## src/rtl/count_ctrl.sv

```systemverilog
// Start/stop/clear BCD counter for a four-digit display, with debounced buttons,
// selectable count direction and a timed buzzer alarm whenever the count wraps.
module count_ctrl #(
    parameter int DIV         = 50_000_000,
    parameter int DEB_CYCLES  = 1_000_000,
    parameter int BUZZ_CYCLES = 25_000_000
) (
    input  logic        clk,
    input  logic        rst,
    input  logic        btn_start,
    input  logic        btn_clear,
    input  logic        sw_dir,
    output logic [15:0] disp_hexs,
    output logic [3:0]  disp_points,
    output logic [3:0]  disp_les,
    output logic        Rc,
    output logic        buzzer,
    output logic [1:0]  state
);

    localparam int DIV_W  = (DIV > 1) ? $clog2(DIV) : 1;
    localparam int DEB_W  = $clog2(DEB_CYCLES + 1);
    localparam int BUZZ_W = $clog2(BUZZ_CYCLES + 1);

    localparam logic [DIV_W-1:0]  DIV_LAST  = DIV_W'(DIV - 1);
    localparam logic [DIV_W-1:0]  DIV_HALF  = DIV_W'(DIV / 2);
    localparam logic [DEB_W-1:0]  DEB_LAST  = DEB_W'(DEB_CYCLES - 1);
    localparam logic [BUZZ_W-1:0] BUZZ_LAST = BUZZ_W'(BUZZ_CYCLES - 1);

    typedef enum logic [1:0] {
        S_IDLE  = 2'd0,
        S_RUN   = 2'd1,
        S_PAUSE = 2'd2,
        S_ALARM = 2'd3
    } state_t;

    // One BCD step up or down, with carry/borrow rippling across all four digits.
    function automatic logic [15:0] bcd_step(input logic [15:0] v, input logic down);
        logic [15:0] r;
        logic        c;
        logic [3:0]  d;
        r = v;
        c = 1'b1;
        for (int i = 0; i < 4; i++) begin
            d = v[i*4 +: 4];
            if (c) begin
                if (!down) begin
                    r[i*4 +: 4] = (d == 4'd9) ? 4'd0 : d + 4'd1;
                    c           = (d == 4'd9);
                end else begin
                    r[i*4 +: 4] = (d == 4'd0) ? 4'd9 : d - 4'd1;
                    c           = (d == 4'd0);
                end
            end
        end
        return r;
    endfunction

    // Bit order in the synchroniser: {sw_dir, btn_clear, btn_start}.
    logic [2:0] sync_q1, sync_q2;

    // NOTE: sequential state uses non-blocking assignments so every flop samples
    // pre-edge values, independent of block evaluation order.
    always_ff @(posedge clk or posedge rst) begin
        if (rst) begin
            sync_q1 <= '0;
            sync_q2 <= '0;
        end else begin
            sync_q1 <= {sw_dir, btn_clear, btn_start};
            sync_q2 <= sync_q1;
        end
    end

    logic [1:0]       deb_lvl;
    logic [1:0]       press;
    logic [DEB_W-1:0] deb_cnt [2];

    // NOTE: the debounce counters are a tiny register array, not a RAM, so they
    // are reset element by element like any other flop.
    always_ff @(posedge clk or posedge rst) begin
        if (rst) begin
            for (int i = 0; i < 2; i++) deb_cnt[i] <= '0;
            deb_lvl <= '0;
            press   <= '0;
        end else begin
            for (int i = 0; i < 2; i++) begin
                press[i] <= 1'b0;
                if (sync_q2[i] == deb_lvl[i]) begin
                    deb_cnt[i] <= '0;
                end else if (deb_cnt[i] == DEB_LAST) begin
                    deb_cnt[i] <= '0;
                    deb_lvl[i] <= sync_q2[i];
                    press[i]   <= sync_q2[i];
                end else begin
                    deb_cnt[i] <= deb_cnt[i] + DEB_W'(1);
                end
            end
        end
    end

    logic start_p, clear_p, dir_s;
    assign start_p = press[0];
    assign clear_p = press[1];
    assign dir_s   = sync_q2[2];

    state_t             cur_state, nxt_state;
    logic [DIV_W-1:0]   div_q, div_d;
    logic [15:0]        cnt_q, cnt_d;
    logic [BUZZ_W-1:0]  buzz_q, buzz_d;
    logic               rc_d;
    logic               counting, tick, wrap;

    assign counting = (cur_state == S_RUN) || (cur_state == S_ALARM);
    assign tick     = counting && (div_q == DIV_LAST);
    assign wrap     = tick && (dir_s ? (cnt_q == 16'h0000) : (cnt_q == 16'h9999));

    // NOTE: every variable gets a default first, so no path through the
    // combinational block can leave one unassigned and infer a latch.
    always_comb begin
        nxt_state = cur_state;
        div_d     = div_q;
        cnt_d     = cnt_q;
        buzz_d    = buzz_q;
        rc_d      = wrap;

        if (counting) div_d = tick ? '0 : div_q + DIV_W'(1);
        if (tick)     cnt_d = bcd_step(cnt_q, dir_s);
        if (cur_state == S_ALARM) buzz_d = buzz_q + BUZZ_W'(1);

        case (cur_state)
            S_IDLE: begin
                div_d = '0;
                if (start_p) nxt_state = S_RUN;
            end
            S_RUN: begin
                if (start_p) begin
                    nxt_state = S_PAUSE;
                end else if (wrap) begin
                    nxt_state = S_ALARM;
                    buzz_d    = '0;
                end
            end
            S_PAUSE: begin
                if (start_p) nxt_state = S_RUN;
            end
            S_ALARM: begin
                if (start_p)                  nxt_state = S_PAUSE;
                else if (wrap)                buzz_d    = '0;
                else if (buzz_q == BUZZ_LAST) nxt_state = S_RUN;
            end
            default: nxt_state = S_IDLE;
        endcase

        // Clear overrides any start press or tick arriving in the same cycle.
        if (clear_p) begin
            nxt_state = S_IDLE;
            cnt_d     = '0;
            div_d     = '0;
            buzz_d    = '0;
            rc_d      = 1'b0;
        end
    end

    always_ff @(posedge clk or posedge rst) begin
        if (rst) begin
            cur_state <= S_IDLE;
            div_q     <= '0;
            cnt_q     <= '0;
            buzz_q    <= '0;
            Rc        <= 1'b0;
        end else begin
            cur_state <= nxt_state;
            div_q     <= div_d;
            cnt_q     <= cnt_d;
            buzz_q    <= buzz_d;
            Rc        <= rc_d;
        end
    end

    // Outputs decode registered state only, so reset silences the buzzer at once.
    assign state     = cur_state;
    assign disp_hexs = cnt_q;
    assign buzzer    = (cur_state != S_ALARM);
    assign disp_les  = {cnt_q[15:12] == 4'd0, cnt_q[15:8] == 8'd0, cnt_q[15:4] == 12'd0, 1'b0};

    always_comb begin
        disp_points = 4'b0000;
        case (cur_state)
            S_PAUSE:       disp_points = 4'b1111;
            S_RUN, S_ALARM: disp_points = {3'b000, div_q < DIV_HALF};
            default:       disp_points = 4'b0000;
        endcase
    end

endmodule

```

## config.mk

```make
export PLATFORM = sky130hd
export DESIGN_NAME = count_ctrl
export DESIGN_NICKNAME = d
export VERILOG_FILES = /design/src/rtl/count_ctrl.sv
export SDC_FILE = /design/constraint.sdc
export NUM_CORES = 1
export LEC_CHECK = 0
export CORE_AREA = 10 10 117 119
export DETAILED_ROUTE_END_ITERATION = 10
export DIE_AREA = 0 0 127 129
export PLACE_DENSITY_LB_ADDON = 0.2
export SYNTH_ARGS = -nofsm -noshare
export SYNTH_HDL_FRONTEND = slang
export SYNTH_SLANG_ARGS = --single-unit
```

## constraint.sdc

```tcl
create_clock -name clk -period 6.2 [get_ports clk]
set_input_delay 1.86 -clock clk [delete_from_list [all_inputs] [get_ports clk]]
set_output_delay 1.86 -clock clk [all_outputs]
set_load 0.02 [all_outputs]
```

==> results.md, run 1 <==
- Hold buffer count at cts: 0
- Total die area: 16400 um2
- Wirelength per Cell: 16.1 um
- Initial Utilization: 59.2%
- Setup Skew: 0.0100 ns
- Fill count: 887
- Antenna violations before repair: 0
- Via-to-Cell Ratio: 5.99
- Ys Warns: 0
- Worst-path clk slew: 0.05 ns
- Synth async-reset ratio: 100%
- Layout cells sized above 1: 7.13%
- Clock Sinks: 120
- # resized after CTS: 0
- CTS HTree Levels: 4
- Pleak: 0.00310 uW
- Number of diodes: 0
- WHS: 0.353 ns
- Final Max Tran Viols: 0
- Root Driver: clkbuf_16
- Cells along the critical path: nor4_4 -> a21oi_1 -> o21a_1 -> o2111ai_1 -> a21o_1 -> clkdlybuf4s50_1
- Post-synth top cells: dfrtp_1 (120), nor2_1 (110), nand3_1 (55)
- Die span in y: 129 um
- Grt total ovfl: 0
- Die width: 127 um
- Port-buffer cells: 31
- Number of synthesized flops with an enable pin: 0
- Cell variety after synth: 65
- Worst-skew pair later-pin latency: 0.42 ns
- IO Pins: 33
- Biggest area consumer among synthesized cells: dfrtp_1
- CTS tree: built
- CP max stage cell: clkdlybuf4s50_1
- Crit share post-route: 71.6%
- Yosys top cell area share: 44.8%
- CP peak stage delay: 0.60 ns
- Setup tns final: 0 ns
- Post-DP HPWL: 9610 um
- Postcts setup bufs: 0
- Post-Syn Area: 6700 um2
- RSZ-0062 raised after global routing: false
- WP data required: 4.34 ns
- Period minus WS final: 4.44 ns
- # DRC: 0
- Post-synth net total: 734
- Seq/Total Area, Yosys: 44.8%
- Drt first pass iters: 6
- Area grow syn2layout: 14.7%
- Core ar.: 11300 um2
- Critical path's top delay family: compound AO/OA/AOI/OAI gates
- Row count: 39
- Worst Path Buf+Inv: 1
- Max Cap Viol: 0
- F_max: 0.225 GHz
- Status: finished, final reports clean
- Flops & latches, synth: 120
- Initial DRC Count: 456
- Maximum vdd drop: 0.397 mV
- Worst path arrival time: 2.58 ns
- Top cells by area, synth: dfrtp_1 (45%), nor2_1 (6.2%), xnor2_1 (5.8%)
- RePlAce Congestion: 0.847
- Clock Tree Buf Depth: 2
- P per Cell Area: 241 nW/um2
- Antenna-violating nets left: 0
- Slew headroom: 25.9%
- Most frequent cell after synthesis: dfrtp_1
- Post-synth top flop: dfrtp_1
- Worst Path Max Fanout: 6
- First-pass GRT wire length: 25100 um
- Worst Setup Slack, final: 1.76 ns
- Total power: 1850 uW
- Worst min-delay path category: register to register
- Num CTS Buffers: 17
- Post-synthesis instance total: 725
- Gr usage total: 18.2%
- Syn Area/Cell: 9.24 um2
- Dpl ws: 2.20 ns
- Final wirelength: 14500 um
- Startpoint Class: register
- NumNets Final: 753
- Vias in the first global route: 5280
- Via Count: 5389
- Largest net degree at the start of global routing: 83
- Fin. Hold Viols: 0
- Measured slew at the worst slew-check pin: 1.11 ns
- Setup crit end kind: output port
- Final setup viols: 0
- Setup Crit Path Kind: register to output port
## state kept, by name, indices dropped and copies added (netlist names)
register and cells:
state 2, div_q 26, buzz_q 25, deb_cnt 40, disp_hexs 16, sync_q1 3, press 2, sync_q2 3
Rc 1, deb_lvl 2
## layout by cell type, fill, tap and decap left out, types with 16 or more instances in the layout
| cell | count |
|---|---|
| inv_1 | 20 |
| dfrtp_1 | 120 |
| nand4_1 | 28 |
| nor4_1 | 16 |
| clkbuf_16 | 17 |
| xnor2_1 | 44 |
| nor3_1 | 18 |
| o21ai_0 | 19 |
| nand3_1 | 55 |
| nor2_1 | 110 |
| nand2_1 | 37 |
| xor2_1 | 41 |
| a21oi_1 | 32 |
| clkdlybuf4s50_1 | 31 |
## path summary, 6_finish.rpt
path | from | endpoint | slack (ns) | cells after the start
worst min-delay path | sync_q1[0]$_DFF_PP0_ | sync_q2[0]$_DFF_PP0_ | 0.35 | 0
worst max register to register | div_q[0]$_DFFE_PP0P_ | buzz_q[9]$_DFF_PP0_ | 3.42 | 6
min in group asynchronous | rst | deb_cnt[4]$_DFF_PP0_ | 2.03 | 2
worst max-delay path | div_q[7]$_DFFE_PP0P_ | disp_points[0] | 1.76 | 6
worst min register to register | sync_q1[0]$_DFF_PP0_ | sync_q2[0]$_DFF_PP0_ | 0.35 | 0
max in group asynchronous | rst | sync_q1[2]$_DFF_PP0_ | 3.04 | 3
## power breakdown
group | total (uW) | internal, uW | switching (uW)
clock network | 1020 | 647 | 369
registers | 793 | 789 | 4.09
logic | 45.3 | 12.4 | 32.9
total | 1850 | 1450 | 406
## per-layer routing
metal	part of all wire (%)	track usage, %
met1	47	23.1
met2	48	29.8
met3	4.0	4.72
met4	1.1	6.16
met5	0	0
## stage by stage
stage               area [um2]  util [%]  cells
finish                    7680      67.8    900
CTS                       7680      67.8    900
floorplan                 6700         -    725
global route              7680      67.8    900
detailed placement        7070      62.4    868
global placement          7070      62.4    868
## logic make-up (layout without fill, tap and decap cells)
kind of cell	count (synthesis)	in the layout	share of synthesized area [%]
other	1	1	0.0560
and+or+nand+nor	351	351	28.3
xor gates and xnor gates	85	85	11.1
buffers and inverters	56	88	3.46
muxes	11	11	1.72
AOI/OAI and AO/OA	97	97	9.81
DFF	120	120	44.8
adders and majority gates	4	4	0.747
## cell type report
cell class / instances / area, um2 / area share (%)
clock inverter: 13 / 170 / 2.22
multi-input combinational: 549 / 3460 / 45.1
inverter: 21 / 81.3 / 1.06
sequential: 120 / 3000 / 39.1
clock buffer: 19 / 443 / 5.77
timing repair buffer: 35 / 340 / 4.43
tap: 143 / 179 / 2.33
## worst reg2reg max path: cells and delay by family (launching register included)
family                     cells  cell delay, ns
and+or+nand+nor                4            1.10
DFF                            1            0.39
AOI/OAI and AO/OA              1            0.91
adders and majority gates      1            0.23
(Power assumes the default switching activity.)
==> run 2: changes to the inputs <==
==> constraint.sdc (replaced) <==
create_clock -name clk -period 4.1 [get_ports clk]
set_input_delay 1.23 -clock clk [delete_from_list [all_inputs] [get_ports clk]]
set_output_delay 1.23 -clock clk [all_outputs]
set_load 0.02 [all_outputs]
==> results.md, run 2 (synthesis gave the netlist of run 1 again) <==
- Status: finished, final reports clean
- CTS HTree Levels: 4
- Largest net degree at the start of global routing: 48
- Psw: 621 uW
- Largest regs: deb_cnt: 40 flops, div_q: 26 flops, buzz_q: 25 flops
- Setup crit end kind: output port
- R2R Path End: buzz_q[21]$_DFF_PP0_
- Number of diodes: 0
- Setup tns final: 0 ns
- R2R cell count: 6
- Max Cap Viol: 0
- Port-buffer cells: 31
- Antenna violations before repair: 0
- CP peak stage delay: 0.61 ns
- CP max stage cell: clkdlybuf4s50_1
- Row count: 39
- Startpoint Class: register
- Max reg flops: 40
- Initial Utilization: 59.2%
- Die width: 127 um
- Final wirelength: 14600 um
- Drt first pass iters: 5
- Post-DP HPWL: 9770 um
- Area grow syn2layout: 15.5%
- Switching fraction of total power: 21.5%
- # DRC: 0
- P_int: 2270 uW
- Grt total ovfl: 0
- Most crowded layer after global routing: met2
- Clock Tree Buf Depth: 2
- Vias in the first global route: 5323
- Fin. Hold Viols: 0
- M2 GR Usage: 29.7%
- Clock Power Share: 56.0%
- Worst-skew pair later-pin latency: 0.42 ns
- RePlAce Congestion: 0.872
- Register share of total power: 41.5%
- First-pass GRT wire length: 25200 um
- Fin area: 7740 um2
- Num CTS Buffers: 17
- Area post-placement: 7090 um2
- Hold path depth: 0
- Setup Crit Path Kind: register to output port
- Clock Sinks: 120
- Via Count: 5397
- WHS Endpoint: sync_q2[2]$_DFF_PP0_
- Initial DRC Count: 403
- Final Max Tran Viols: 0
- Crit share post-route: 93.7%
- Met3 usage: 5.63%
- Hold buffer count at cts: 0
- Cells along the critical path: nor4_4 -> a21oi_1 -> o21a_1 -> o2111ai_1 -> a21o_1 -> clkdlybuf4s50_1
- IO Pins: 33
- Die span in y: 129 um
- Wirelength per Cell: 16.3 um
- Antenna-violating nets left: 0
- Reg-to-Reg Start: sync_q2[2]$_DFF_PP0_
- Worst path arrival time: 2.61 ns
- Layout cells sized above 1: 7.27%
- Fill count: 870
- Measured slew at the worst slew-check pin: 1.33 ns
- Most frequent cells in the layout: dfrtp_1 (120), nor2_1 (110), nand3_1 (55), xnor2_1 (44), xor2_1 (41)
- Postcts setup bufs: 0
- Sequential cell area: 3000 um2
- Multi-input logic area: 3460 um2
- Slew headroom: 11.2%
- Period minus WS final: 3.84 ns
- Via-to-Cell Ratio: 6.00
- Worst-path clk slew: 0.06 ns
- NumNets Final: 753
- F_max: 0.260 GHz
- CTS tree: built
- Critical hold path startpoint: sync_q1[2]$_DFF_PP0_
- WP data required: 2.87 ns
- Root Driver: clkbuf_16
- P per Cell Area: 374 nW/um2
- Worst min-delay path category: register to register
- Core ar.: 11300 um2
- # resized after CTS: 0
- Pleak: 0.00313 uW
- Total die area: 16400 um2
- Register with the most flip-flops: deb_cnt
- Gr usage total: 18.5%
- Setup Skew: 0.00784 ns
- Final setup viols: 0
- RSZ-0062 raised after global routing: false
- Comb pwr share: 2.5%
- Maximum vdd drop: 0.338 mV
- Worst reg-to-reg setup slack: 1.36 ns
- Worst Path Max Fanout: 6
- Commonest non-fill, non-tap cell in the layout: dfrtp_1
- GRT met1 Usage: 23.0%
==> run 2: critical path, delay by kind of cell, from the launching register on <==
| kind | cells | cell delay [ns] |
|---|---|---|
| AND/OR/NAND/NOR | 1 | 0.46 |
| buffers and inverters | 1 | 0.61 |
| flip-flops | 1 | 0.46 |
| AO/OA/AOI/OAI | 4 | 0.67 |
==> run 2: worst max path at each step <==
stage / startpoint / endpoint / slack, ns
after CTS: div_q[7]$_DFFE_PP0P_ / disp_points[0] / 0.23
after detailed placement: div_q[7]$_DFFE_PP0P_ / disp_points[0] / 0.71
after global routing: div_q[7]$_DFFE_PP0P_ / disp_points[0] / 0.13
after global placement: div_q[7]$_DFFE_PP0P_ / disp_points[0] / 0.76
final: div_q[7]$_DFFE_PP0P_ / disp_points[0] / 0.26
after floorplan: disp_hexs[12]$_DFFE_PP0P_ / disp_les[1] / 0.90
==> run 2: final cells by class <==
class | count | area share, %
Clock buffer | 19 | 5.85
Inverter | 21 | 1.07
Clock inverter | 13 | 2.46
Timing Repair Buffer | 35 | 4.72
Sequential cell | 120 | 38.8
Multi-Input combinational cell | 549 | 44.8
Tap cell | 143 | 2.31
==> run 2: metal layers <==
layer  vias up  part of all wire [%]
li1       2614                     -
met1      2632                    45
met2       125                    48
met3        26                   4.8
met4         0                   1.9
met5         -                     0
==> run 2: through the flow <==
stage          power (uW)  setup slack, ns  utilization, %  hold WS, ns  cells
2_1_floorplan        1270            0.896               -        0.331    725
3_3_place_gp         1290            0.759            62.7        0.335    868
3_5_place_dp         1290            0.709            62.7        0.339    868
4_1_cts              2920            0.225            68.3        0.354    900
5_1_grt              2970            0.125            68.3        0.372    900
6_report             2890            0.259            68.3        0.349    900
==> run 2: power groups by stage <==
stage | logic [uW] | clock network, uW | registers [uW]
3_3_place_gp | 72.0 | 0 | 1220
5_1_grt | 83.6 | 1690 | 1200
2_1_floorplan | 52.1 | 0 | 1220
6_report | 72.9 | 1620 | 1200
3_5_place_dp | 75.0 | 0 | 1220
4_1_cts | 75.2 | 1650 | 1200
